<file path="config.mk">
export PLATFORM = sky130hd
export DESIGN_NAME = board_mem_mc_flat
export DESIGN_NICKNAME = d
export VERILOG_FILES = /design/src/rtl/board_mem_mc_pkg.sv /design/src/rtl/board_mem_mc_if.sv /design/src/rtl/board_mem_mc_clear_seq.sv /design/src/rtl/board_mem_mc.sv /design/src/flat_wrapper.sv
export SDC_FILE = /design/constraint.sdc
export NUM_CORES = 1
export LEC_CHECK = 0
export ABC_AREA = 1
export BUFFER_PORTS_ARGS = -buffer_cell sky130_fd_sc_hd__buf_2
export CAP_MARGIN = 40
export CORE_UTILIZATION = 45
export CTS_CLUSTER_DIAMETER = 120
export CTS_CLUSTER_SIZE = 40
export DETAILED_ROUTE_END_ITERATION = 10
export SLEW_MARGIN = 0
export SYNTH_ARGS = -nofsm -noshare
export SYNTH_HDL_FRONTEND = slang
export SYNTH_SLANG_ARGS = --single-unit
</file>
<file path="constraint.sdc">
create_clock -name clk -period 14.2 [get_ports clk]
set_input_delay 2.13 -clock clk [delete_from_list [all_inputs] [get_ports clk]]
set_output_delay 2.13 -clock clk [all_outputs]
set_load 0.01 [all_outputs]
</file>
<file path="src/rtl/board_mem_mc_pkg.sv">
// -----------------------------------------------------------------------------
// board_pkg
// Shared types and default geometry for the multi-board game memory.
//   cell_t      : contents of one board cell
//   clr_state_t : clear sequencer states
//   width_of()  : select/index width helper, never narrower than 1 bit
// -----------------------------------------------------------------------------
package board_pkg;

    localparam int DEF_BOARDS       = 2;
    localparam int DEF_X_SIZE       = 12;
    localparam int DEF_Y_SIZE       = 12;
    localparam int DEF_X_ADDR_WIDTH = 4;
    localparam int DEF_Y_ADDR_WIDTH = 4;
    localparam int DEF_DATA_WIDTH   = 2;

    typedef enum logic [DEF_DATA_WIDTH-1:0] {
        EMPTY = 2'd0,
        SHIP  = 2'd1,
        MISS  = 2'd2,
        HIT   = 2'd3
    } cell_t;

    typedef enum logic [1:0] {
        IDLE,
        INIT,
        CLEAR
    } clr_state_t;

    function automatic int width_of(input int n);
        return (n > 1) ? $clog2(n) : 1;
    endfunction

endpackage

</file>
<file path="src/rtl/board_mem_mc_if.sv">
// -----------------------------------------------------------------------------
// board_mem_mc_if
// Bus between the game-logic writer / renderer reader (master) and the board
// memory (slave).
//   wr_en/wr_board/wr_addr/wr_data : write port, addr = {x, y}
//   rd_en/rd_board/rd_addr         : read request, addr = {x, y}
//   rd_data/rd_valid/rd_err        : registered read response
//   clear_req/clear_board          : one-board clear request pulse
//   clear_busy                     : clear sequencer active
// -----------------------------------------------------------------------------
interface board_mem_mc_if
    import board_pkg::*;
#(
    parameter int BOARD_WIDTH = width_of(DEF_BOARDS),
    parameter int ADDR_WIDTH  = DEF_X_ADDR_WIDTH + DEF_Y_ADDR_WIDTH,
    parameter int DATA_WIDTH  = DEF_DATA_WIDTH
);
    logic                   wr_en;
    logic [BOARD_WIDTH-1:0] wr_board;
    logic [ADDR_WIDTH-1:0]  wr_addr;
    logic [DATA_WIDTH-1:0]  wr_data;
    logic                   rd_en;
    logic [BOARD_WIDTH-1:0] rd_board;
    logic [ADDR_WIDTH-1:0]  rd_addr;
    logic [DATA_WIDTH-1:0]  rd_data;
    logic                   rd_valid;
    logic                   rd_err;
    logic                   clear_req;
    logic [BOARD_WIDTH-1:0] clear_board;
    logic                   clear_busy;

    modport master (
        output wr_en, wr_board, wr_addr, wr_data,
        output rd_en, rd_board, rd_addr,
        output clear_req, clear_board,
        input  rd_data, rd_valid, rd_err, clear_busy
    );

    modport slave (
        input  wr_en, wr_board, wr_addr, wr_data,
        input  rd_en, rd_board, rd_addr,
        input  clear_req, clear_board,
        output rd_data, rd_valid, rd_err, clear_busy
    );
endinterface

</file>
<file path="src/rtl/board_mem_mc_clear_seq.sv">
// -----------------------------------------------------------------------------
// board_clear_seq
// Clear sequencer: walks linear cell indices, one clear write per cycle.
//   clk, rst             : clock, synchronous active-high reset
//   clear_req/clear_board: request to clear one board (ignored while busy)
//   seq_we/seq_index     : RAM write strobe and linear cell index
//   seq_board            : board being cleared in CLEAR
//   seq_init             : whole memory is being initialised
//   busy                 : sequencer active
//
// state | meaning
// ------+-----------------------------------------------------------
// INIT  | after reset, clear every cell of every board
// IDLE  | waiting for a clear request
// CLEAR | clearing the cells of the latched board only
// -----------------------------------------------------------------------------
module board_clear_seq
    import board_pkg::*;
#(
    parameter int BOARDS      = DEF_BOARDS,
    parameter int CELLS       = DEF_X_SIZE * DEF_Y_SIZE,
    parameter int BOARD_WIDTH = width_of(BOARDS),
    parameter int IDX_W       = width_of(BOARDS * CELLS)
) (
    input  logic                   clk,
    input  logic                   rst,
    input  logic                   clear_req,
    input  logic [BOARD_WIDTH-1:0] clear_board,
    output logic                   seq_we,
    output logic [IDX_W-1:0]       seq_index,
    output logic [BOARD_WIDTH-1:0] seq_board,
    output logic                   seq_init,
    output logic                   busy
);
    localparam int TOTAL = BOARDS * CELLS;

    clr_state_t       state;
    logic [IDX_W-1:0] last_index;

    // Every busy cycle is a clear write.
    assign seq_we = busy;

    always_ff @(posedge clk) begin
        if (rst) begin
            state      <= INIT;
            seq_index  <= '0;
            last_index <= IDX_W'(TOTAL - 1);
            seq_board  <= '0;
            seq_init   <= 1'b1;
            busy       <= 1'b1;
        end else begin
            case (state)
                IDLE: begin
                    if (clear_req && (int'(clear_board) < BOARDS)) begin
                        state      <= CLEAR;
                        seq_board  <= clear_board;
                        seq_index  <= IDX_W'(int'(clear_board) * CELLS);
                        last_index <= IDX_W'(int'(clear_board) * CELLS + CELLS - 1);
                        busy       <= 1'b1;
                    end
                end
                INIT, CLEAR: begin
                    // Stop on the real last cell, not the power-of-two bound.
                    if (seq_index == last_index) begin
                        state    <= IDLE;
                        busy     <= 1'b0;
                        seq_init <= 1'b0;
                    end else begin
                        seq_index <= seq_index + IDX_W'(1);
                    end
                end
                default: begin
                    state <= IDLE;
                    busy  <= 1'b0;
                end
            endcase
        end
    end
endmodule

</file>
<file path="src/rtl/board_mem_mc.sv">
// -----------------------------------------------------------------------------
// board_mem_mc
// BOARDS independent X_SIZE x Y_SIZE grids in one block RAM, with a
// registered read port, bounds checking and a hardware clear sequencer.
//   clk  : system clock
//   rst  : synchronous active-high reset (starts whole-memory init)
//   bus  : board_mem_mc_if slave (write port, read port, clear control)
// -----------------------------------------------------------------------------
module board_mem_mc
    import board_pkg::*;
#(
    parameter int BOARDS       = DEF_BOARDS,
    parameter int X_SIZE       = DEF_X_SIZE,
    parameter int Y_SIZE       = DEF_Y_SIZE,
    parameter int X_ADDR_WIDTH = DEF_X_ADDR_WIDTH,
    parameter int Y_ADDR_WIDTH = DEF_Y_ADDR_WIDTH,
    parameter int DATA_WIDTH   = DEF_DATA_WIDTH,
    parameter logic [DATA_WIDTH-1:0] CLEAR_VALUE = '0,
    parameter int BOARD_WIDTH  = width_of(BOARDS)
) (
    input  logic           clk,
    input  logic           rst,
    board_mem_mc_if.slave  bus
);
    localparam int ADDR_WIDTH = X_ADDR_WIDTH + Y_ADDR_WIDTH;
    localparam int CELLS      = X_SIZE * Y_SIZE;
    localparam int TOTAL      = BOARDS * CELLS;
    localparam int IDX_W      = width_of(TOTAL);

    function automatic logic out_of_range(input logic [BOARD_WIDTH-1:0] b,
                                          input logic [ADDR_WIDTH-1:0]  a);
        logic [X_ADDR_WIDTH-1:0] x;
        logic [Y_ADDR_WIDTH-1:0] y;
        x = a[ADDR_WIDTH-1:Y_ADDR_WIDTH];
        y = a[Y_ADDR_WIDTH-1:0];
        return (int'(x) >= X_SIZE) || (int'(y) >= Y_SIZE) || (int'(b) >= BOARDS);
    endfunction

    // Only meaningful for in-range requests; out-of-range ones may alias.
    function automatic logic [IDX_W-1:0] linear_index(input logic [BOARD_WIDTH-1:0] b,
                                                      input logic [ADDR_WIDTH-1:0]  a);
        logic [X_ADDR_WIDTH-1:0] x;
        logic [Y_ADDR_WIDTH-1:0] y;
        x = a[ADDR_WIDTH-1:Y_ADDR_WIDTH];
        y = a[Y_ADDR_WIDTH-1:0];
        return IDX_W'((int'(b) * X_SIZE + int'(x)) * Y_SIZE + int'(y));
    endfunction

    logic                   seq_we;
    logic [IDX_W-1:0]       seq_index;
    logic [BOARD_WIDTH-1:0] seq_board;
    logic                   seq_init;
    logic                   seq_busy;

    logic                   wr_oor;
    logic                   rd_oor;
    logic [IDX_W-1:0]       wr_idx;
    logic [IDX_W-1:0]       rd_idx;
    logic                   rd_cleared;

    board_clear_seq #(
        .BOARDS      (BOARDS),
        .CELLS       (CELLS),
        .BOARD_WIDTH (BOARD_WIDTH),
        .IDX_W       (IDX_W)
    ) u_clear_seq (
        .clk         (clk),
        .rst         (rst),
        .clear_req   (bus.clear_req),
        .clear_board (bus.clear_board),
        .seq_we      (seq_we),
        .seq_index   (seq_index),
        .seq_board   (seq_board),
        .seq_init    (seq_init),
        .busy        (seq_busy)
    );

    assign bus.clear_busy = seq_busy;

    assign wr_oor = out_of_range(bus.wr_board, bus.wr_addr);
    assign rd_oor = out_of_range(bus.rd_board, bus.rd_addr);
    assign wr_idx = linear_index(bus.wr_board, bus.wr_addr);
    assign rd_idx = linear_index(bus.rd_board, bus.rd_addr);

    // A board under clear reads as cleared even where the walk has not
    // reached yet; during init that holds for every board.
    assign rd_cleared = seq_init || (seq_busy && (bus.rd_board == seq_board));

    (* ram_style = "block" *) logic [DATA_WIDTH-1:0] ram [TOTAL];

    // seq_we is high for the whole busy window, so it also blocks the
    // external writer while a clear is running.
    always_ff @(posedge clk) begin
        if (seq_we) begin
            ram[seq_index] <= CLEAR_VALUE;
        end else if (bus.wr_en && !wr_oor) begin
            ram[wr_idx] <= bus.wr_data;
        end
    end

    // Read-first: the RAM read samples the value before this edge's write.
    always_ff @(posedge clk) begin
        if (rst) begin
            bus.rd_data  <= '0;
            bus.rd_valid <= 1'b0;
            bus.rd_err   <= 1'b0;
        end else begin
            bus.rd_valid <= bus.rd_en;
            bus.rd_err   <= bus.rd_en && rd_oor;
            if (bus.rd_en) begin
                if (rd_oor) begin
                    bus.rd_data <= '0;
                end else if (rd_cleared) begin
                    bus.rd_data <= CLEAR_VALUE;
                end else begin
                    bus.rd_data <= ram[rd_idx];
                end
            end
        end
    end
endmodule

</file>
<file path="src/flat_wrapper.sv">
// flat-port wrapper written by rule: the top's interface ports become plain ports
module board_mem_mc_flat import board_pkg::*;
#(
    parameter int BOARDS       = DEF_BOARDS,
    parameter int X_SIZE       = DEF_X_SIZE,
    parameter int Y_SIZE       = DEF_Y_SIZE,
    parameter int X_ADDR_WIDTH = DEF_X_ADDR_WIDTH,
    parameter int Y_ADDR_WIDTH = DEF_Y_ADDR_WIDTH,
    parameter int DATA_WIDTH   = DEF_DATA_WIDTH,
    parameter logic [DATA_WIDTH-1:0] CLEAR_VALUE = '0,
    parameter int BOARD_WIDTH  = width_of(BOARDS)
)
  (clk, rst, bus_wr_en, bus_wr_board, bus_wr_addr, bus_wr_data, bus_rd_en, bus_rd_board, bus_rd_addr, bus_clear_req, bus_clear_board, bus_rd_data, bus_rd_valid, bus_rd_err, bus_clear_busy);
  board_mem_mc_if #(.BOARD_WIDTH(BOARD_WIDTH), .DATA_WIDTH(DATA_WIDTH)) bus_i ();
  input  logic clk;
  input  logic rst;
  input wire logic [$bits(bus_i.wr_en)-1:0] bus_wr_en;
  input wire logic [$bits(bus_i.wr_board)-1:0] bus_wr_board;
  input wire logic [$bits(bus_i.wr_addr)-1:0] bus_wr_addr;
  input wire logic [$bits(bus_i.wr_data)-1:0] bus_wr_data;
  input wire logic [$bits(bus_i.rd_en)-1:0] bus_rd_en;
  input wire logic [$bits(bus_i.rd_board)-1:0] bus_rd_board;
  input wire logic [$bits(bus_i.rd_addr)-1:0] bus_rd_addr;
  input wire logic [$bits(bus_i.clear_req)-1:0] bus_clear_req;
  input wire logic [$bits(bus_i.clear_board)-1:0] bus_clear_board;
  output wire logic [$bits(bus_i.rd_data)-1:0] bus_rd_data;
  output wire logic [$bits(bus_i.rd_valid)-1:0] bus_rd_valid;
  output wire logic [$bits(bus_i.rd_err)-1:0] bus_rd_err;
  output wire logic [$bits(bus_i.clear_busy)-1:0] bus_clear_busy;
  assign bus_i.wr_en = bus_wr_en;
  assign bus_i.wr_board = bus_wr_board;
  assign bus_i.wr_addr = bus_wr_addr;
  assign bus_i.wr_data = bus_wr_data;
  assign bus_i.rd_en = bus_rd_en;
  assign bus_i.rd_board = bus_rd_board;
  assign bus_i.rd_addr = bus_rd_addr;
  assign bus_i.clear_req = bus_clear_req;
  assign bus_i.clear_board = bus_clear_board;
  assign bus_rd_data = bus_i.rd_data;
  assign bus_rd_valid = bus_i.rd_valid;
  assign bus_rd_err = bus_i.rd_err;
  assign bus_clear_busy = bus_i.clear_busy;
  board_mem_mc #(.BOARDS(BOARDS), .X_SIZE(X_SIZE), .Y_SIZE(Y_SIZE), .X_ADDR_WIDTH(X_ADDR_WIDTH), .Y_ADDR_WIDTH(Y_ADDR_WIDTH), .DATA_WIDTH(DATA_WIDTH), .CLEAR_VALUE(CLEAR_VALUE), .BOARD_WIDTH(BOARD_WIDTH)) u_core (.clk(clk), .rst(rst), .bus(bus_i));
endmodule
</file>
# After elaboration in Yosys (flattened, before gate mapping)
# Memory sizes are Yosys's and may differ from the RTL's.
# Index checks and enable logic that the tools add are counted.
word_totals:
  ff_bits: 27
  ram_bits: 576
  in_bits: 26
  output_inout_bits: 5
  wordCells: 67
  mem_count: 1
classes:
  addsub: 7
  multipliers: 5
  n_lt_le_gt_ge: 4
  eq_ne: 7
  mux: 19
  reduce_logical: 15
mem_list:
  columns: ["memory", "depth", "width", "read_ports", "rd_clocked_by_memory_dff", "write_ports", "line", "source"]
  rows:
  - ["u_core.ram", 288, 2, 1, 0, 1, "board_mem_mc.sv:89", "(* ram_style = \"block\" *) logic [DATA_WIDTH-1:0] ram [TOTAL];"]
op_table:
  columns: ["cell", "n"]
  rows:
  - ["$add 32x5->32", 2]
  - ["$mul 32x3->7 const B", 2]
  - ["$mux 9", 3]
  - ["$add 9x5->9", 2]
  - ["$pmux 9 s2", 1]
  - ["$ge 4x4->1 const B", 4]
  - ["$mux 2", 5]
  - ["$add 9x1->9 const B", 1]
  - ["$add 9x8->9 const B", 1]
  - ["$eq 9x9->1", 1]
  - ["$sub 9x1->9 const B", 1]
  - ["$mux 1", 8]
  - ["$mul 1x2->3 const B", 2]
  - ["$ne 2x2->1 const B", 3]
  - ["$reduce_and 2->1", 3]
  - ["$mul 1x4->5 const B", 1]
  - ["$pmux 2 s2", 1]
  - ["$reduce_or 2->1", 2]
  - ["$logic_and 1x1->1", 3]
  - ["$logic_or 1x1->1", 3]
  - ["$reduce_and 3->1", 1]
  - ["$eq 2x1->1 const B", 1]
  - ["$eq 2x2->1 const B", 1]
  - ["$logic_not 2->1", 1]
  - ["4 further kinds", 4]

# Longest topological paths before layout
# Gate-level depths: netlist of run 1.
depth:
  depth_word: 9
  ltp_mapped: 18
  ltp_nobuf: 17

# Cells and area by module
# Synthesis of run 1 repeated with hierarchy kept, for this count alone.
unflattened:
  hier_cells: 2650
  area_unflattened_um2: 27004.6
by_module_without_submodules:
  columns: ["module", "n_inst", "cells_each", "area_each_um2", "seq_area_each_um2"]
  rows:
  - ["board_mem_mc", 1, 2512, 26067.5, 17376.7]
  - ["board_clear_seq", 1, 138, 937.1, 320.3]

# Worst setup path before layout of run 1
# No wires, ideal clock.
synth_timing:
  path_kind: "input to register"
  from: "input port bus_wr_addr[2]"
  to: "memory u_core.ram[0][0] in the netlist's numbering, data pin"
  setup_ps: 1539
  t_arrival_ps: 9328
  required_time_ps: 12661
  slack_ps: 3333
  stages: 6
  n_path_buf: 1
  cell_sequence: "nand2_2 -> nand3_4 -> nor2_8 -> inv_4 -> buf_6 -> nor2_1"
synth_via:
  elab_chain_len: 9
synth_lines:
  columns: ["item", "line", "source"]
  rows:
  - ["start: declaration", "flat_wrapper.sv:19", "input wire logic [$bits(bus_i.wr_addr)-1:0] bus_wr_addr;"]
  - ["$ge 4x4->1", "board_mem_mc.sv:36", "return (int'(x) >= X_SIZE) || (int'(y) >= Y_SIZE) || (int'(b) >= BOARDS);"]
  - ["$logic_or 1x1->1", "board_mem_mc.sv:36", null]
  - ["$logic_not 1->1", "board_mem_mc.sv:96", "end else if (bus.wr_en && !wr_oor) begin"]
  - ["$logic_and 1x1->1", "board_mem_mc.sv:96", null]
  - ["$mux 1", "board_mem_mc.sv:96", null]
  - ["$mux 1", "board_mem_mc.sv:94", "if (seq_we) begin"]
  - ["$mux 1 (not written as such)", "board_mem_mc.sv:97", "ram[wr_idx] <= bus.wr_data;"]
  - ["$reduce_or 2->1 (no line)", null, null]
  - ["$mux 2 (no line)", null, null]
  - ["end: declaration", "board_mem_mc.sv:89", null]
# No other way between the ends.

# Final worst setup path of run 1
layout_timing:
  from: "input port bus_wr_addr[6]"
  to: "memory u_core.ram[121][1] in the netlist's numbering, enable pin"
layout_via:
  elab_chain_len: 9
  word_cells_on_any_way: 13
layout_lines:
  columns: ["item"]
  rows:
  - ["parallel branches: the longest is 9 deep, another holds $add 32x5->32"]
# Several ways; the timed one is not identified.

==> results of run 1 <==
==> sequential cells by signal (all words and copies together), names as in the netlist <==
signal and count:
u_core.u_clear_seq.busy 1, u_core.bus.rd_err 1, u_core.u_clear_seq.seq_init 1, u_core.u_clear_seq.state 2, u_core.u_clear_seq.last_index 2, u_core.bus.rd_valid 1
u_core.ram 576, u_core.bus.rd_data 2, u_core.u_clear_seq.seq_index 9, u_core.u_clear_seq.seq_board 1
==> kinds of logic (layout without fill, tap and decap cells) <==
group / after synthesis / in the layout / share of synthesized area [%]
simple gates: 1542 / 1542 / 26.20
flops: 596 / 596 / 65.21
buf+inv: 235 / 171 / 4.256
compound gates: 90 / 90 / 2.176
fa+ha+maj: 30 / 30 / 1.549
xor+xnor: 17 / 17 / 0.6040
==> per-layer routing <==
| metal | GRT usage, % | share of wire (%) | vias up | wire length (microns) |
|---|---|---|---|---|
| li1 | - | - | 8442 | - |
| met1 | 29.53 | 42 | 8954 | 28140 |
| met2 | 38.33 | 49 | 562 | 33130 |
| met3 | 3.082 | 6.6 | 76 | 4425 |
| met4 | 4.944 | 2.1 | 2 | 1426 |
| met5 | 0 | 0.012 | - | 8 |
==> cell type report <==
type                    count  share of cell area, %
flip-flops and latches    596                  62.01
multi-input cells        1679                  29.14
clock buffers              25                  1.745
inverters                  79                  1.100
repair buffers             66                  2.604
well taps                 773                  3.389
clock inverters             1                0.01754
==> stage by stage <==
step | worst slack, ns | hold slack [ns] | area (sq um) | power [mW]
6_report | 8.911 | 0.4796 | 28540 | 3.045
5_1_grt | 8.716 | 0.5114 | 28540 | 3.147
4_1_cts | 8.947 | 0.4846 | 28540 | 3.060
3_5_place_dp | 8.315 | 0.4661 | 28040 | 2.343
3_3_place_gp | 8.398 | 0.4522 | 27620 | 2.328
2_1_floorplan | 3.333 | 0.4155 | 27140 | 2.193
==> power breakdown <==
part | switching, mW | internal, mW
clock | 0.489 | 0.251
sequential | 0.000787 | 1.90
combinational | 0.289 | 0.117
==> synth_stat cells, drive strengths merged <==
| master | count |
|---|---|
| a2111oi | 1 |
| a211oi | 3 |
| a21oi | 14 |
| a22o | 1 |
| a31oi | 2 |
| buf | 112 |
| clkbuf | 44 |
| clkinv | 2 |
| dfxtp | 20 |
| edfxtp | 576 |
| fa | 6 |
| ha | 24 |
| inv | 77 |
| nand2 | 663 |
| nand3 | 503 |
| nand3b | 1 |
| nor2 | 369 |
| nor3 | 5 |
| nor4 | 1 |
| o211ai | 6 |
| o21ai | 54 |
| o21bai | 1 |
| o221ai | 8 |
| xnor2 | 7 |
| xor2 | 10 |
==> worst max path at each step <==
| stage | start | endpoint | slack, ns | cells past startpoint |
|---|---|---|---|---|
| 4_1_cts | bus_wr_addr[6] | u_core.ram[67][0]$_DFFE_PP_ | 8.95 | 17 |
| 6_report | bus_wr_addr[6] | u_core.ram[121][1]$_DFFE_PP_ | 8.91 | 17 |
| 3_5_place_dp | bus_wr_addr[6] | u_core.ram[67][0]$_DFFE_PP_ | 8.31 | 17 |
| 3_3_place_gp | bus_wr_addr[6] | u_core.ram[120][0]$_DFFE_PP_ | 8.40 | 17 |
| 2_1_floorplan | bus_wr_addr[2] | u_core.ram[0][0]$_DFFE_PP_ | 3.33 | 6 |
| 5_1_grt | bus_wr_addr[6] | u_core.ram[124][1]$_DFFE_PP_ | 8.72 | 17 |
==> worst min-delay path: stages, from the launching register on <==
cell,delay (ns)
dfxtp_1,0.35
nand2_1,0.07
nand2_1,0.04
==> metrics.txt, run 1 <==
status=finished, final reports clean; most common cell after layout, fill and taps aside=nand2_1; CP required=14.48 ns; Hold Path End=u_core.u_clear_seq.seq_init$_SDFFE_PP1P_; Antenna diodes=0; RSZ-0062 raised after global routing=false; area fraction of the dominant cell type after synthesis=63.74%; RePlAce Congestion=0.8136; commonest cells after routing, fill and taps aside=nand2_1, edfxtp_1, nand3_1; Setup CP Type=input pin to flop; Die Height=247.6 microns; antenna violations before repair=2; hold_sp=u_core.u_clear_seq.seq_init$_SDFFE_PP1P_; Final min period=5.289 ns; Hold Fails Final Rpt=0; Pwr Density=106.7 mW/mm^2; placed cell count=3193; Max Fclk=0.1891 GHz; drt initial violations=1561; Clock Latency Late Sink=0.58 ns; synthesis-stage register bit count=596; skew final=0.01885 ns; num rows=89; Worst-Margin Slew=1.059 ns; Hold Path Class=flop to flop; mapped cell area=0.02714 sq mm; Pre-antenna DRT Iters=7; post-synth top area cell=edfxtp_1; area delta synth->final=5.169%; aggregate routed wire length=67130 microns; Slew Limit Fails=0; CTS resizes=0; Worst Path Max Fanout=16; R2R cell count=8; PortBufs=30; die area=0.06129 sq mm; Max-slew headroom=29.43%; delay-heaviest family, CP=adder cells; clock-pin slew on the worst setup and hold paths=0.15 ns; grt total ovfl=0; # fillers=5367; Core Area=0.05935 sq mm; VDD IR-drop max=0.08961 mV; multi-input logic area=0.008315 sq mm; vias in the first global route=17484; clock buffer count from CTS=18; Starting Density=45.72%; Layout Cells excl Fill=3219; sequential area share after synthesis=65.21%; Die X=247.6 microns; Arr. time, crit path=5.57 ns; io pins=31; Min-Delay Path Depth=2; crit-path cells=buf_2, ha_1, inv_1, fa_1, inv_1, ha_1, fa_1, xnor2_1, nor2_1, nand2_1, xnor2_1, nand2_1, o21ai_4, nand2_4, nor2_8, nand2_4, nor2_1; Synth cell types=43; clk sinks=596; CP max stage delay=0.50 ns; slowest CP cell=fa_1; largest net degree at the start of global routing=231; max cap viols=0; Routed Antenna Nets=0; Reg2Reg Launch Point=u_core.u_clear_seq.busy$_SDFFE_PP1P_; fraction of layout cells with a size suffix above 1=11.73%; Post-Route Setup TNS=0 ns; cells after synthesis=2510; r2r endpoint=u_core.ram[93][0]$_DFFE_PP_; Synth area leaders=edfxtp_1, nand3_1, nand2_1; Clk Tree Root Cell=clkbuf_16; # hold bufs at CTS=0; Avg Synthesized Cell Area=10.81 sq um; layout net count=2496; HPWL after DPL=40070 microns; first-pass GRT wire length=102200 microns; wire per inst=20.85 microns; Setup-failing EPs final=0; Max Buffers Root-to-Sink=3; CP Launch Type=input pin; CP Capture Type=flop; WP buf/inv=3; fin crit share=37.25%; DR vias/cell=5.603; post-CTS setup buffers=0; Post-Route Utilization=48.08%; via count=18036; H-tree Lvls=1; CTS tree=yes; Warnings, synthesis=0; register area=0.01770 sq mm; R2R setup slack=11.42 ns; Syn Nets=2566; Leak=9.953 nW; DRC viols=0; global-route usage over all layers=22.15%
Note: power is estimated with default switching activity, not from simulation.
==> inputs of run 2 (changes only) <==
==> constraint.sdc (replaced) <==
create_clock -name clk -period 5.39 [get_ports clk]
set_input_delay 0.8085 -clock clk [delete_from_list [all_inputs] [get_ports clk]]
set_output_delay 0.8085 -clock clk [all_outputs]
set_load 0.01 [all_outputs]
==> run 2 against run 1 <==
Wire length up 1.3%. Non-clock buffer count up 5. Critical path type unchanged. Highest routed layer is now met4. Hold slack worse by 0.034 ns. Sequential power rose to 2.6 times the previous value. Via count down 0.36%. Design area up 0.30%. Count of clock-buffer cells in the layout unchanged. Core utilization up 0.14 points. Register-to-register slack worse by 8.7 ns. Clock skew down 0.0059 ns. Combinational power rose to 2.7 times the previous value. Cell count up 0.16%.
==> metrics.txt, run 2 (synthesis gave the netlist of run 1 again) <==
status=finished, final reports clean; largest net degree at the start of global routing=184; delay-heaviest family, CP=adder cells; pre-CTS setup slack=0.8906 ns; clock buffer count from CTS=18; Pwr Density=281.5 mW/mm^2; Pre-antenna DRT Iters=6; Comb pwr share=13.6%; aggregate routed wire length=68000 microns; Final min period=3.899 ns; num rows=89; placed cell count=3198; CP Capture Type=flop; Hold Fails Final Rpt=0; Max Fclk=0.2564 GHz; Layout Cells excl Fill=3224; Leak=9.994 nW; VDD IR-drop max=0.2496 mV; RePlAce Congestion=0.8019; worst setup margin=1.491 ns; Antenna diodes=0; Setup CP Type=input pin to flop; max reg flops=576; register share of total power=62.1%; r2r endpoint=u_core.ram[146][1]$_DFFE_PP_; Max-slew headroom=37.53%; global-route usage over all layers=22.63%; drt initial violations=1691; CTS tree=yes; commonest cells after routing, fill and taps aside=nand2_1, edfxtp_1, nand3_1; top flop regs=u_core.ram (576), u_core.u_clear_seq.seq_index (9); WP buf/inv=3; Max Buffers Root-to-Sink=3; clock-pin slew on the worst setup and hold paths=0.15 ns; R2R cell count=9; Pwr Total=8.057 mW; RSZ-0062 raised after global routing=false; Die Height=247.6 microns; wire per inst=21.09 microns; post-CTS setup buffers=0; DR vias/cell=5.574; Starting Density=45.72%; CP max stage delay=0.50 ns; skew final=0.01292 ns; crit-path cells=buf_2, ha_1, inv_1, fa_1, inv_1, ha_1, fa_1, xnor2_1, nor2_1, nand2_1, xnor2_1, nand2_1, o21ai_4, nand2_4, nor2_8, nand2_4, nor2_1; fraction of layout cells with a size suffix above 1=11.91%; antenna violations before repair=0; Min-Delay Path Depth=3; Worst-Margin Slew=0.9371 ns; Die X=247.6 microns; Routed Antenna Nets=0; Post-Route Setup TNS=0 ns; layout net count=2501; crit path launch=bus_wr_addr[6]; io pins=31; DRC viols=0; H-tree Lvls=1; Clk Tree Root Cell=clkbuf_16; fin crit share=72.35%; Hold Path End=u_core.bus.rd_err$_SDFF_PP0_; Reg2Reg Launch Point=u_core.u_clear_seq.busy$_SDFFE_PP1P_; PortBufs=30; hold_sp=bus_rd_en; vias in the first global route=17724; area delta synth->final=5.482%; Arr. time, crit path=4.18 ns; Biggest register=u_core.ram; Core Area=0.05935 sq mm; HPWL after DPL=39500 microns; CTS resizes=0; max cap viols=0; Slew Limit Fails=0; grt total ovfl=0; hold_ws=0.4455 ns; clk sinks=596; Pint=5.987 mW; via count=17971; first-pass GRT wire length=103700 microns; CP Launch Type=input pin; Psw=2.070 mW; clock share of power=24.3%; Net Sw Frac=25.69%; die area=0.06129 sq mm; most common cell after layout, fill and taps aside=nand2_1; R2R setup slack=2.76 ns; slowest CP cell=fa_1; Setup-failing EPs final=0; Hold Path Class=input pin to flop; # hold bufs at CTS=0; CP required=5.67 ns; Clock Latency Late Sink=0.58 ns; Worst Path Max Fanout=16
## run 2: worst max-delay path by stage
stage          cells past startpoint                            to
2_1_floorplan                      6    u_core.ram[0][0]$_DFFE_PP_
5_1_grt                           17  u_core.ram[123][1]$_DFFE_PP_
3_3_place_gp                      17  u_core.ram[123][0]$_DFFE_PP_
3_5_place_dp                      17   u_core.ram[78][1]$_DFFE_PP_
4_1_cts                           17   u_core.ram[97][1]$_DFFE_PP_
6_report                          17   u_core.ram[97][1]$_DFFE_PP_
## run 2: power groups by stage
stage / Combinational (mW) / Sequential (mW) / Clock, mW
floorplan: 0.671 / 5.11 / 0
finish: 1.10 / 5.00 / 1.96
global placement: 1.05 / 5.11 / 0
global route: 1.20 / 5.00 / 2.13
detailed placement: 1.09 / 5.11 / 0
CTS: 1.09 / 5.00 / 1.99
## run 2: layout make-up
cell class,count,area [sq um]
clock buffers,25,498.0
multi-input cells,1679,8315
inverters,79,314.1
clock inverters,1,5.005
repair buffers,71,828.3
flip-flops and latches,596,17700
well taps,773,967.2
fillers,5413,30730
## run 2: routing by layer
metal  track usage, %  wire length (microns)
met3            2.887                   4365
met4            5.792                   1819
met1            30.17                  28640
met5                0                      0
met2            39.04                  33170
## run 2: per-stage QoR
step	area, sq um	util [%]
final	28630	48.23
after global routing	28630	48.23
after global placement	27780	46.81
after floorplan	27140	-
after detailed placement	28120	47.38
after CTS	28630	48.23
## run 2: worst register-to-register path, stage by stage (launching register included)
cell	delay (ns)
dfxtp_1	0.55
nor2_8	0.11
inv_4	0.24
nand2_1	0.15
o21ai_4	0.12
inv_2	0.08
nor2_2	0.24
nand2_2	0.35
buf_16	0.30
nor2_1	0.21
==> inputs of run 3 (changes only) <==
==> constraint.sdc (replaced) <==
create_clock -name clk -period 4 [get_ports clk]
set_input_delay 0.6 -clock clk [delete_from_list [all_inputs] [get_ports clk]]
set_output_delay 0.6 -clock clk [all_outputs]
set_load 0.01 [all_outputs]
==> run 3 against run 2 <==
Count of clock-buffer cells in the layout rose by 2. Critical endpoint is now u_core.ram[186][1]$_DFFE_PP_. Largest power group unchanged. Sequential share of layout area fell by 0.82 points. Wire length rose by 1.4%. Critical path depth fell by 1. Global-route usage rose by 0.20 points. Via count rose by 1.6%. Die area did not move. First-iteration DRC count rose by 13%.
==> metrics.txt, run 3 (synthesis gave the netlist of run 1 again) <==
vias in the first global route=18049; fin crit share=89.85%; Layout Cells excl Fill=3266; CP required=4.28 ns; CTS tree=yes; Post-DP Area=0.02850 sq mm; CP Launch Type=input pin; CP Capture Type=flop; max cap viols=0; RePlAce Congestion=0.8143; clk sinks=596; Max Fclk=0.2782 GHz; Hold Fails Final Rpt=0; Pre-antenna DRT Iters=7; clock buffer count from CTS=18; Leak=10.19 nW; H-tree Lvls=1; num rows=89; Clk Tree Root Cell=clkbuf_16; area delta synth->final=6.898%; max reg flops=576; Post-Route Utilization=48.88%; VDD IR-drop max=0.2639 mV; global-route usage over all layers=22.83%; R2R setup slack=1.27 ns; Max Buffers Root-to-Sink=3; hold_sp=bus_rd_en; Core Area=0.05935 sq mm; # hold bufs at CTS=0; Top Layer Used=met4; placed cell count=3238; Die Height=247.6 microns; CTS resizes=0; CP endpoint=u_core.ram[186][1]$_DFFE_PP_; die area=0.06129 sq mm; R2R cell count=9; skew final=0.02464 ns; met2 WL=33650 microns; status=finished, final reports clean; DR vias/cell=5.591; grt total ovfl=0; Die X=247.6 microns; via count=18260; Net Sw Frac=25.66%; Routed Antenna Nets=0; Slew Limit Fails=0; drt initial violations=1905; r2r endpoint=u_core.ram[186][1]$_DFFE_PP_; most common cell after layout, fill and taps aside=nand2_1; largest net degree at the start of global routing=137; Comb pwr share=14.1%; Pint=8.128 mW; PortBufs=30; layout net count=2541; Setup-failing EPs final=0; Antenna diodes=0; Clock Latency Late Sink=0.58 ns; RSZ-0062 raised after global routing=false; Worst Path Max Fanout=16; register share of total power=61.7%; clock-pin slew on the worst setup and hold paths=0.14 ns; fin area=0.02901 sq mm; DRC viols=0; Reg2Reg Launch Point=u_core.u_clear_seq.busy$_SDFFE_PP1P_; post-CTS setup buffers=0; met3 wire len=3843 microns; Psw=2.805 mW; Final min period=3.594 ns; Setup CP Type=input pin to flop; commonest cells after routing, fill and taps aside=nand2_1, edfxtp_1, nand3_1; io pins=31; aggregate routed wire length=68960 microns; Arr. time, crit path=3.87 ns; top flop regs=u_core.ram (576), u_core.u_clear_seq.seq_index (9); Max-slew headroom=53.87%; Hold Path Class=input pin to flop; Starting Density=45.72%; first-pass GRT wire length=105900 microns; Worst-Margin Slew=0.6847 ns; antenna violations before repair=2; Pwr Density=376.9 mW/mm^2; met1 WL=29990 microns; Biggest register=u_core.ram; clock share of power=24.2%; crit path launch=bus_wr_addr[6]; Pwr Total=10.93 mW; wire per inst=21.11 microns; HPWL after DPL=40720 microns; fraction of layout cells with a size suffix above 1=13.32%
## run 3: worst min path at each step
stage,endpoint,cells past startpoint,slack (ns)
2_1_floorplan,u_core.u_clear_seq.seq_init$_SDFFE_PP1P_,2,0.42
3_3_place_gp,u_core.u_clear_seq.seq_init$_SDFFE_PP1P_,2,0.44
3_5_place_dp,u_core.u_clear_seq.state[1]$_SDFFE_PP0P_,2,0.46
4_1_cts,u_core.bus.rd_err$_SDFF_PP0_,3,0.21
5_1_grt,u_core.bus.rd_err$_SDFF_PP0_,3,0.22
6_report,u_core.bus.rd_err$_SDFF_PP0_,3,0.24
## run 3: power by group through the flow
stage | logic, mW | clock network, mW | registers (mW)
final | 1.54 | 2.65 | 6.74
after global routing | 1.67 | 2.89 | 6.74
after CTS | 1.54 | 2.72 | 6.74
after detailed placement | 1.54 | 0 | 6.88
after global placement | 1.50 | 0 | 6.88
after floorplan | 0.905 | 0 | 6.88
## run 3: area by class of cell
type                    instances  area, sq um
fillers                      5338        30340
clock inverters                 1        5.005
multi-input cells            1679         8334
well taps                     773        967.2
repair buffers                111         1186
clock buffers                  27        505.5
inverters                      79        314.1
flip-flops and latches        596        17700
## run 3: per-layer routing
metal,vias to the layer above,global-route usage (%)
met5,-,0
met2,568,39.34
li1,8536,-
met1,9086,31.58
met4,0,4.944
met3,70,1.838
## run 3: metrics by stage
| stage | TNS [ns] | hold slack, ns | setup slack (ns) |
|---|---|---|---|
| 2_1_floorplan | -58.82 | 0.4155 | -0.1109 |
| 3_3_place_gp | -41.95 | 0.4419 | -0.1709 |
| 3_5_place_dp | -76.59 | 0.4586 | -0.2426 |
| 4_1_cts | 0 | 0.2123 | 0.3942 |
| 5_1_grt | 0 | 0.2189 | 0.2016 |
| 6_report | 0 | 0.2381 | 0.4059 |
## run 3: critical path, cell delays in order
cell and delay, ns:
buf_2 0.09, ha_1 0.13, inv_1 0.04, fa_1 0.50, inv_1 0.07, ha_1 0.34
fa_1 0.52, inv_1 0.06, nor4_2 0.26, xor2_1 0.17, nand2_1 0.11, o21ai_4 0.16
nand2_4 0.11, nor2_8 0.24, nand2_4 0.22, nor2_1 0.23
